[config.mk]
export PLATFORM = sky130hd
export DESIGN_NAME = gf_exp_ladder
export DESIGN_NICKNAME = d
export VERILOG_FILES = /design/src/rtl/gf_pkg.sv /design/src/rtl/gf_exp_bitsel.sv /design/src/rtl/gf_exp_ladder.sv
export SDC_FILE = /design/constraint.sdc
export NUM_CORES = 2
export LEC_CHECK = 0
export ABC_AREA = 0
export ABC_CLOCK_PERIOD_IN_PS = 5600
export CELL_PAD_IN_SITES_DETAIL_PLACEMENT = 1
export CELL_PAD_IN_SITES_GLOBAL_PLACEMENT = 1
export CORE_AREA = 2 2 594 596
export CTS_CLUSTER_DIAMETER = 40
export DETAILED_ROUTE_END_ITERATION = 10
export DIE_AREA = 0 0 596 598
export PLACE_DENSITY = 0.56
export SKIP_CTS_REPAIR_TIMING = 1
export SYNTH_ARGS = -nofsm -noshare
export SYNTH_HDL_FRONTEND = slang
export SYNTH_SLANG_ARGS = --single-unit
[constraint.sdc]
create_clock -name clk -period 5.6 [get_ports clk]
set_input_delay 1.12 -clock clk [delete_from_list [all_inputs] [get_ports clk]]
set_output_delay 1.12 -clock clk [all_outputs]
set_load 0.05 [all_outputs]
[src/rtl/gf_pkg.sv]
// Shared types and constants for the GF exponentiation engine.
// GF_EXP_CT_EN selects the constant-time ladder, which has no SCAN state.
package gf_pkg;

  localparam int unsigned BW_GF = 256;
  localparam logic [BW_GF-1:0] GF_ONE = BW_GF'(1);

  typedef enum logic [2:0] {
    StIdle,
    StLoad,
`ifndef GF_EXP_CT_EN
    StScan,
`endif
    StMulX,
    StWaitX,
    StMulS,
    StWaitS,
    StDone
  } gf_state_e;

endpackage

[src/rtl/gf_exp_bitsel.sv]
// Exponent buffer and bit counter, walking the exponent MSB first.
// GF_EXP_CT_EN removes the first-one detect used by the leading-zero skip.
module gf_exp_bitsel
  import gf_pkg::*;
#(
  parameter int unsigned EW = BW_GF
) (
  input  logic          clk,
  input  logic          rst_n,
  input  logic          load_i,
  input  logic [EW-1:0] exp_i,
  input  logic          dec_i,
  output logic          bit_o,
  output logic          last_o
`ifndef GF_EXP_CT_EN
  ,
  output logic          first_o
`endif
);

  localparam int unsigned IW = $clog2(EW + 1);

  logic [EW-1:0] ebuf_q, ebuf_d;
  logic [IW-1:0] idx_q, idx_d;

  always_comb begin
    ebuf_d = ebuf_q;
    idx_d  = idx_q;
    if (load_i) begin
      ebuf_d = exp_i;
      idx_d  = IW'(EW - 1);
    end else if (dec_i) begin
      idx_d = idx_q - IW'(1);
    end
  end

  always_comb begin
    bit_o = 1'b0;
    for (int unsigned i = 0; i < EW; i++) begin
      if (idx_q == IW'(i)) bit_o = ebuf_q[i];
    end
  end

  assign last_o = (idx_q == '0);

`ifndef GF_EXP_CT_EN
  // Current bit set with every higher bit clear.
  assign first_o = ((ebuf_q >> idx_q) == EW'(1));
`endif

  always_ff @(posedge clk or negedge rst_n) begin
    if (!rst_n) begin
      ebuf_q <= '0;
      idx_q  <= '0;
    end else begin
      ebuf_q <= ebuf_d;
      idx_q  <= idx_d;
    end
  end

endmodule

[src/rtl/gf_exp_ladder.sv]
// Modular exponentiation sequencer (base^exp mod p) driving an external modular multiplier.
// Define GF_EXP_CT_EN for the constant-time Montgomery ladder; otherwise square-and-multiply.
module gf_exp_ladder
  import gf_pkg::*;
#(
  parameter int unsigned W  = BW_GF,
  parameter int unsigned EW = BW_GF
) (
  input  logic          clk,
  input  logic          rst_n,
  input  logic          start,
  input  logic          abort,
  input  logic [W-1:0]  base,
  input  logic [EW-1:0] exp,
  output logic          ready,
  output logic          busy,
  output logic [W-1:0]  result,
  output logic          valid,
  output logic          mul_start,
  output logic [W-1:0]  mul_a,
  output logic [W-1:0]  mul_b,
  input  logic [W-1:0]  mul_prod,
  input  logic          mul_valid
);

  gf_state_e    state_q, state_d;
  logic [W-1:0] r0_q, r0_d, r1_q, r1_d, t_q, t_d, result_q, result_d;
  logic [W-1:0] mul_a_q, mul_b_q, op_a, op_b;
  logic         pend_q, pend_d, mul_ok;
  logic         bs_load, bs_dec, bs_bit, bs_last;
`ifndef GF_EXP_CT_EN
  logic         bs_first;
`endif

  gf_exp_bitsel #(
    .EW(EW)
  ) u_bitsel (
    .clk    (clk),
    .rst_n  (rst_n),
    .load_i (bs_load),
    .exp_i  (exp),
    .dec_i  (bs_dec),
    .bit_o  (bs_bit),
`ifndef GF_EXP_CT_EN
    .first_o(bs_first),
`endif
    .last_o (bs_last)
  );

  assign ready  = (state_q == StIdle) && !pend_q;
  assign busy   = (state_q != StIdle);
  assign mul_ok = mul_valid && pend_q;

  always_comb begin
    state_d   = state_q;
    r0_d      = r0_q;
    r1_d      = r1_q;
    t_d       = t_q;
    bs_load   = 1'b0;
    bs_dec    = 1'b0;
    mul_start = 1'b0;
    valid     = 1'b0;
    op_a      = r0_q;
    op_b      = r1_q;
    if (busy && abort) begin
      state_d = StIdle;
    end else begin
      unique case (state_q)
        StIdle: begin
          if (start && ready) begin
            // base is held in R1 from acceptance onward.
            r1_d    = base;
            bs_load = 1'b1;
            state_d = StLoad;
          end
        end
        StLoad: begin
          r0_d = W'(GF_ONE);
`ifdef GF_EXP_CT_EN
          state_d = StMulX;
`else
          state_d = StScan;
`endif
        end
`ifdef GF_EXP_CT_EN
        StMulX: begin
          mul_start = 1'b1;
          state_d   = StWaitX;
        end
        StWaitX: begin
          if (mul_ok) begin
            t_d     = mul_prod;
            state_d = StMulS;
          end
        end
        StMulS: begin
          op_a      = bs_bit ? r1_q : r0_q;
          op_b      = op_a;
          mul_start = 1'b1;
          state_d   = StWaitS;
        end
        StWaitS: begin
          if (mul_ok) begin
            if (bs_bit) begin
              r1_d = mul_prod;
              r0_d = t_q;
            end else begin
              r0_d = mul_prod;
              r1_d = t_q;
            end
            bs_dec  = !bs_last;
            state_d = bs_last ? StDone : StMulX;
          end
        end
`else
        StScan: begin
          if (bs_first) r0_d = r1_q;
          bs_dec = !bs_last;
          if (bs_last) state_d = StDone;
          else if (bs_first) state_d = StMulS;
        end
        StMulX: begin
          mul_start = 1'b1;
          state_d   = StWaitX;
        end
        StWaitX: begin
          if (mul_ok) begin
            r0_d    = mul_prod;
            bs_dec  = !bs_last;
            state_d = bs_last ? StDone : StMulS;
          end
        end
        StMulS: begin
          op_b      = r0_q;
          mul_start = 1'b1;
          state_d   = StWaitS;
        end
        StWaitS: begin
          if (mul_ok) begin
            r0_d = mul_prod;
            if (bs_bit) begin
              state_d = StMulX;
            end else begin
              bs_dec  = !bs_last;
              state_d = bs_last ? StDone : StMulS;
            end
          end
        end
`endif
        StDone: begin
          valid   = 1'b1;
          state_d = StIdle;
        end
        default: state_d = StIdle;
      endcase
    end

    pend_d = pend_q;
    if (mul_start) pend_d = 1'b1;
    else if (mul_ok) pend_d = 1'b0;

    // Operands come straight from R registers on the issue cycle, then from the hold copy.
    mul_a    = mul_start ? op_a : mul_a_q;
    mul_b    = mul_start ? op_b : mul_b_q;
    result   = valid ? r0_q : result_q;
    result_d = result;
  end

  always_ff @(posedge clk or negedge rst_n) begin
    if (!rst_n) begin
      state_q  <= StIdle;
      r0_q     <= '0;
      r1_q     <= '0;
      t_q      <= '0;
      result_q <= '0;
      mul_a_q  <= '0;
      mul_b_q  <= '0;
      pend_q   <= 1'b0;
    end else begin
      state_q  <= state_d;
      r0_q     <= r0_d;
      r1_q     <= r1_d;
      t_q      <= t_d;
      result_q <= result_d;
      mul_a_q  <= mul_a;
      mul_b_q  <= mul_b;
      pend_q   <= pend_d;
    end
  end

endmodule

======== Yosys cells after proc, flatten, opt, wreduce, memory -nomap -nowiden ========
Cells that the tools add are included.
storage, ports and cells
  output and inout bits ................... 772
  word-level logic and storage cells ...... 587
  input bits .............................. 773
  register bits after elaboration ......... 1549
cells by class
  add/sub/neg operators ................... 1
  reductions and logical operators ........ 17
  bitwise gates (word level) .............. 1
  equal/unequal tests ..................... 269
  mux-type cells .......................... 289
  shift operators ......................... 1
operators with widths
  kind                    count
  $mux W256               7
  $eq A9 B8 Y1 const B    128
  $pmux W256 S3           1
  $eq A9 B7 Y1 const B    64
  $eq A9 B6 Y1 const B    32
  $mux W1                 269
  $eq A256 B1 Y1 const B  1
  $shr A256 B9 Y256       1
  $eq A9 B5 Y1 const B    16
  $eq A9 B4 Y1 const B    8
  $eq A9 B3 Y1 const B    4
  $pmux W3 S8             1
  $mux W3                 7
  $eq A9 B2 Y1 const B    2
  $mux W9                 2
  $eq A3 B3 Y1 const B    4
  $eq A9 B1 Y1 const B    1
  $logic_not A9 Y1        1
  $sub A9 B1 Y9 const B   1
  $reduce_and A4 Y1       2
  $eq A3 B2 Y1 const B    2
  $ne A3 B3 Y1 const B    2
  $reduce_bool A3 Y1      2
  $logic_and A1 B1 Y1     4
  13 further kinds        16

======== Longest topological paths before layout ========
  depth after elaboration ................. 263
  mapped depth ............................ 23
  depth with buffers taken out ............ 14

======== By module ========
From an unflattened synthesis, not the netlist that was laid out.
unflattened totals
  cells, all modules ...................... 7745
  area total of the unflattened synthesis .. 85814.8 um^2
modules (own cells, without submodules)
  module         area each (um^2)  cells an instance  times used
  gf_exp_ladder  59263.1           4914               1
  gf_exp_bitsel  26551.7           2831               1

======== Least setup slack after synthesis ========
OpenSTA, ideal clock, no wires.
  path type ............................... reg-to-reg
  start ................................... reg u_bitsel.idx_q[1]
  end ..................................... reg u_bitsel.idx_q[6]
  cell stages (with the launch flop) ...... 23
  setup slack ............................. 0.409 ns
  buffers on the path ..................... 8
  arrival time ............................ 5.066 ns
  clock period less this slack ............ 5.191 ns
  data required time ...................... 5.475 ns
  cells stage by stage .................... dfrtp_1 inv_1 buf_2 buf_2 buf_2 buf_2 clkbuf_1 ha_1 clkbuf_1 or4b_2 clkbuf_1 buf_2 nor3_1 o21ai_0 a21oi_1 a311oi_1 nor3_1 o211ai_1 o31ai_1 nand2_1 a31o_2 nor4_1 mux2_2
between the ends
  longest elaborated chain between the ends .. 262
  elaborated cells on any way between the ends .. 522
  classes of those cells .................. 1 x add/sub; 255 x eq/ne; 263 x mux; 3 x reduce/logical
RTL lines
  element                              RTL line                                  source
  from (decl)                          gf_exp_bitsel.sv:24                       logic [IW-1:0] idx_q, idx_d;
  from (signal assigned)               gf_exp_bitsel.sv:57                       idx_q <= idx_d;
  $logic_not A9 Y1                     gf_exp_bitsel.sv:40, gf_exp_bitsel.sv:44
  $mux W1 (256 in a row)               gf_exp_bitsel.sv:40                       if (idx_q == IW'(i)) bit_o = ebuf_q[i];
  $mux W1                              gf_exp_ladder.sv:141                      if (bs_bit) begin
  $mux W1                              gf_exp_ladder.sv:139                      if (mul_ok) begin
  $pmux W1 S3                          gf_exp_ladder.sv:68                       unique case (state_q)
  $mux W1                              gf_exp_ladder.sv:65                       if (busy && abort) begin
  $reduce_bool A2 Y1 (no source line)  --
Parallel ways exist; a longest one is shown, timed or not. The select of a mux whose other input is x is not followed.
A chain may end at the register's enable or synchronous reset.

======== Worst setup path after layout ========
  start ................................... reg u_bitsel.idx_q[0]
  end ..................................... reg r0_q[245], in the netlist op_a[245]
between the ends
  longest elaborated chain between the ends .. 4
RTL lines
  element                             RTL line              source
  $shr A256 B9 Y256                   gf_exp_bitsel.sv:48   assign first_o = ((ebuf_q >> idx_q) == EW'(1));
  $eq A256 B1 Y1                      gf_exp_bitsel.sv:48
  $ne A2 B2 Y1 (no source line)       --
  $reduce_and A4 Y1 (no source line)  --
  to (signal assigned)                gf_exp_ladder.sv:181  r0_q <= r0_d;
  to (decl)                           gf_exp_ladder.sv:27   logic [W-1:0] r0_q, r0_d, r1_q, r1_d, t_q, t_d, result_q, result_d;
Every way passes these cells.

==> run summary <==
Status -> complete, no violations
Longest Clk Path Bufs -> 4
Top_reg_cell synth -> dfrtp_1
Filler instances -> 39000
WP data required -> 6.38 ns
CP endpoint kind -> flip-flop
Vias per std cell -> 5.31
GR Overflow Total -> 0
Final Hold Vio Count -> 0
IO Port Bufs -> 1544
DR iter-0 viols -> 7988
Post-Syn Area -> 84100 um2
Worst-path fanout max -> 13
GP Congestion -> 1.01
Clock sinks -> 1549
Final worst slack -> 0.0329 ns
F_max -> 180 MHz
CORE AREA -> 351000 um2
Hold_ws -> 0.197 ns
Crit path launch type -> flip-flop
Post-synth EDFFs -> 0
Final worst-path cycle share -> 99.4%
Initial Util -> 24.0%
Layout Skew -> 0.103 ns
Worst Max-Slew Pin Slew -> 1.22 ns
Post-DP HPWL -> 439000 um
Worst r2r src -> u_bitsel.idx_q[0]
Initial antenna violation count -> 207
Pwr Total -> 89000 uW
Reg2Reg Setup Slack -> 0.03 ns
FFs w/ async S/R, synth -> 100%
Max-slew violation count -> 0
Drt wl/cell -> 35.7 um
Worst setup path category -> flip-flop to flip-flop
Final wirelength -> 569000 um
Worst R2R End -> op_a[245]
Residual DRC -> 0
Vias -> 84600
First-pass GRT wire length -> 765000 um
Die outline width -> 596 um
Number of core rows -> 218
Leak Pwr -> 0.0588 uW
Final setup viols -> 0
Drt pass-1 iters -> 6
Post-synthesis sequential area ratio -> 46.1%
CTS tree -> yes
Crit path launch -> u_bitsel.idx_q[0]
Hold/Removal Path Class -> input pin to asynchronous set/reset pin
Die boundary height -> 598 um
Netlist cell types -> 96
Minimum clock period -> 5.57 ns
Worst r2r path cells -> 20
Pwr dens -> 696 nW/um2
Number of buffers created by CTS -> 332
Nets -> 11700
Pre-CTS setup slack -> -0.289 ns
Post-route antenna net violation count -> 0
Avg Inst Size Synth -> 9.25 um2
Worst Path Arrival -> 6.35 ns
Slew headroom -> 18.8%
Max-cap viol count -> 0
Die ar. -> 356000 um2
Clock root buffer -> clkbuf_16
Largest net degree at the start of global routing -> 131
Clk Latency, worst-skew pair -> 0.93 ns
Reg clk slew, reported paths -> 0.05 ns
Vias in the first global route -> 86900
Area grow syn2layout -> 52.1%
VDD IR max -> 0.343 mV
Number of synthesized register bits -> 1549
Post-Synthesis Cells -> 9091
Fraction of layout cells with a size suffix above 1 -> 24.0%
RSZ-0062 raised after global routing -> false
Htree depth -> 5
Total global-route track usage -> 30.7%
Synth Net Count -> 9869
Synth Warn # -> 0
I/O Pins -> 1545
[final cells by class]
cell class,count,area (um2),share of cell area (%)
Multi-Input combinational cell,6779,42000,32.8
Sequential cell,1549,38800,30.3
Timing Repair Buffer,2246,28800,22.6
Clock inverter,191,2740,2.15
Antenna cell,84,210,0.164
Tap cell,4620,5780,4.52
Clock buffer,417,9300,7.27
Inverter,44,185,0.145
[worst max-delay path, stage by stage, from the launching register on]
cell	delay, ns
dfrtp_4	0.50
buf_12	0.16
buf_12	0.15
mux2_1	0.35
mux4_2	0.52
a221o_1	0.32
or4_1	0.49
a222oi_1	0.40
buf_4	0.18
nand3_1	0.12
buf_4	0.20
a21oi_1	0.18
buf_4	0.13
a211oi_1	0.07
a211oi_4	0.41
buf_6	0.17
a31o_4	0.21
buf_12	0.16
buf_12	0.17
clkbuf_16	0.21
mux2_1	0.34
[worst max path at each step]
stage / endpoint / slack (ns) / depth (start not counted)
2_1_floorplan: u_bitsel.idx_q[6] / 0.41 / 22
3_3_place_gp: op_a[73] / -0.27 / 18
3_5_place_dp: op_a[73] / -0.29 / 17
4_1_cts: op_a[73] / -0.31 / 17
5_1_grt: op_a[153] / 0.03 / 20
6_report: op_a[245] / 0.03 / 20
[through the flow]
| stage | std cells | instance area [um2] | utilization (%) | TNS [ns] |
|---|---|---|---|---|
| floorplan | 9091 | 84100 | - | 0 |
| global route | 15900 | 128000 | 36.4 | 0 |
| global placement | 15200 | 115000 | 32.7 | -54.11 |
| finish | 15900 | 128000 | 36.4 | 0 |
| CTS | 15800 | 127000 | 36.2 | -50.07 |
| detailed placement | 15200 | 115000 | 32.7 | -55.52 |
[cells in the final DEF, fill, tap and decap left out, drive strengths merged, types with 21 or more instances in the layout]
cell              n
a2111oi          29
a211oi           55
a21o             23
a21oi           155
a22o            281
a22oi            35
a31oi            43
and2             25
and3             24
buf            1438
bufinv           52
clkbuf          430
clkdlybuf4s50   795
clkinv           79
clkinvlp         43
dfrtp          1549
diode            84
inv              61
mux2            397
mux2i           443
mux4            189
nand2          3497
nand2b           39
nand3           100
nand4            24
nor2            207
nor2b            39
nor3            133
nor4             36
o211ai           46
o21ai           444
o221ai           30
o22ai            70
o31ai            24
or2              21
[report_power, final]
part	switching [uW]	internal, uW
clock	7230	14200
sequential	6740	15700
combinational	26900	18200
[state kept, by name (all words and copies together), names as in the netlist]
register and cells:
mul_b_q 256, mul_a_q 256, u_bitsel.idx_q 9, pend_q 1, op_a 256, result_q 256, state_q 3, u_bitsel.ebuf_q 256
r1_q 256
[kinds of logic after synthesis]
family / after synthesis / share of synthesized area (%)
xor gates and xnor gates: 2 / 0.0208
AOI/OAI and AO/OA: 1464 / 12.1
DFF: 1549 / 46.1
adders and majority gates: 5 / 0.0744
muxes: 1029 / 16.6
buffers and inverters: 763 / 4.33
and+or+nand+nor: 4279 / 20.8
[cell usage after synthesis (all sizes together), types with 23 or more instances]
library cell / n / share of area, %
a2111oi: 29 / 0.31
a211oi: 55 / 0.50
a21o: 23 / 0.21
a21oi: 155 / 0.92
a22o: 281 / 2.9
a22oi: 35 / 0.31
a31oi: 43 / 0.32
and2: 25 / 0.19
and3: 24 / 0.18
buf: 203 / 1.8
clkbuf: 516 / 2.3
dfrtp: 1549 / 46
inv: 42 / 0.19
mux2: 397 / 6.2
mux2i: 443 / 5.3
mux4: 189 / 5.1
nand2: 3497 / 16
nand2b: 39 / 0.29
nand3: 100 / 0.60
nand4: 24 / 0.18
nor2: 207 / 0.92
nor2b: 39 / 0.29
nor3: 133 / 0.79
nor4: 36 / 0.27
o211ai: 46 / 0.41
o21ai: 444 / 2.6
o221ai: 30 / 0.31
o22ai: 70 / 0.52
o31ai: 24 / 0.21
[layer usage]
layer | vias to the layer above | GRT usage, % | wire [um] | part of all wire (%)
met5 | - | 0 | 385 | 0.068
met4 | 60 | 16.9 | 35200 | 6.2
met3 | 1169 | 6.89 | 41100 | 7.2
met2 | 4032 | 49.4 | 263000 | 46
met1 | 43900 | 38.1 | 229000 | 40
li1 | 35500 | - | - | -
(Power assumes the default switching activity.)
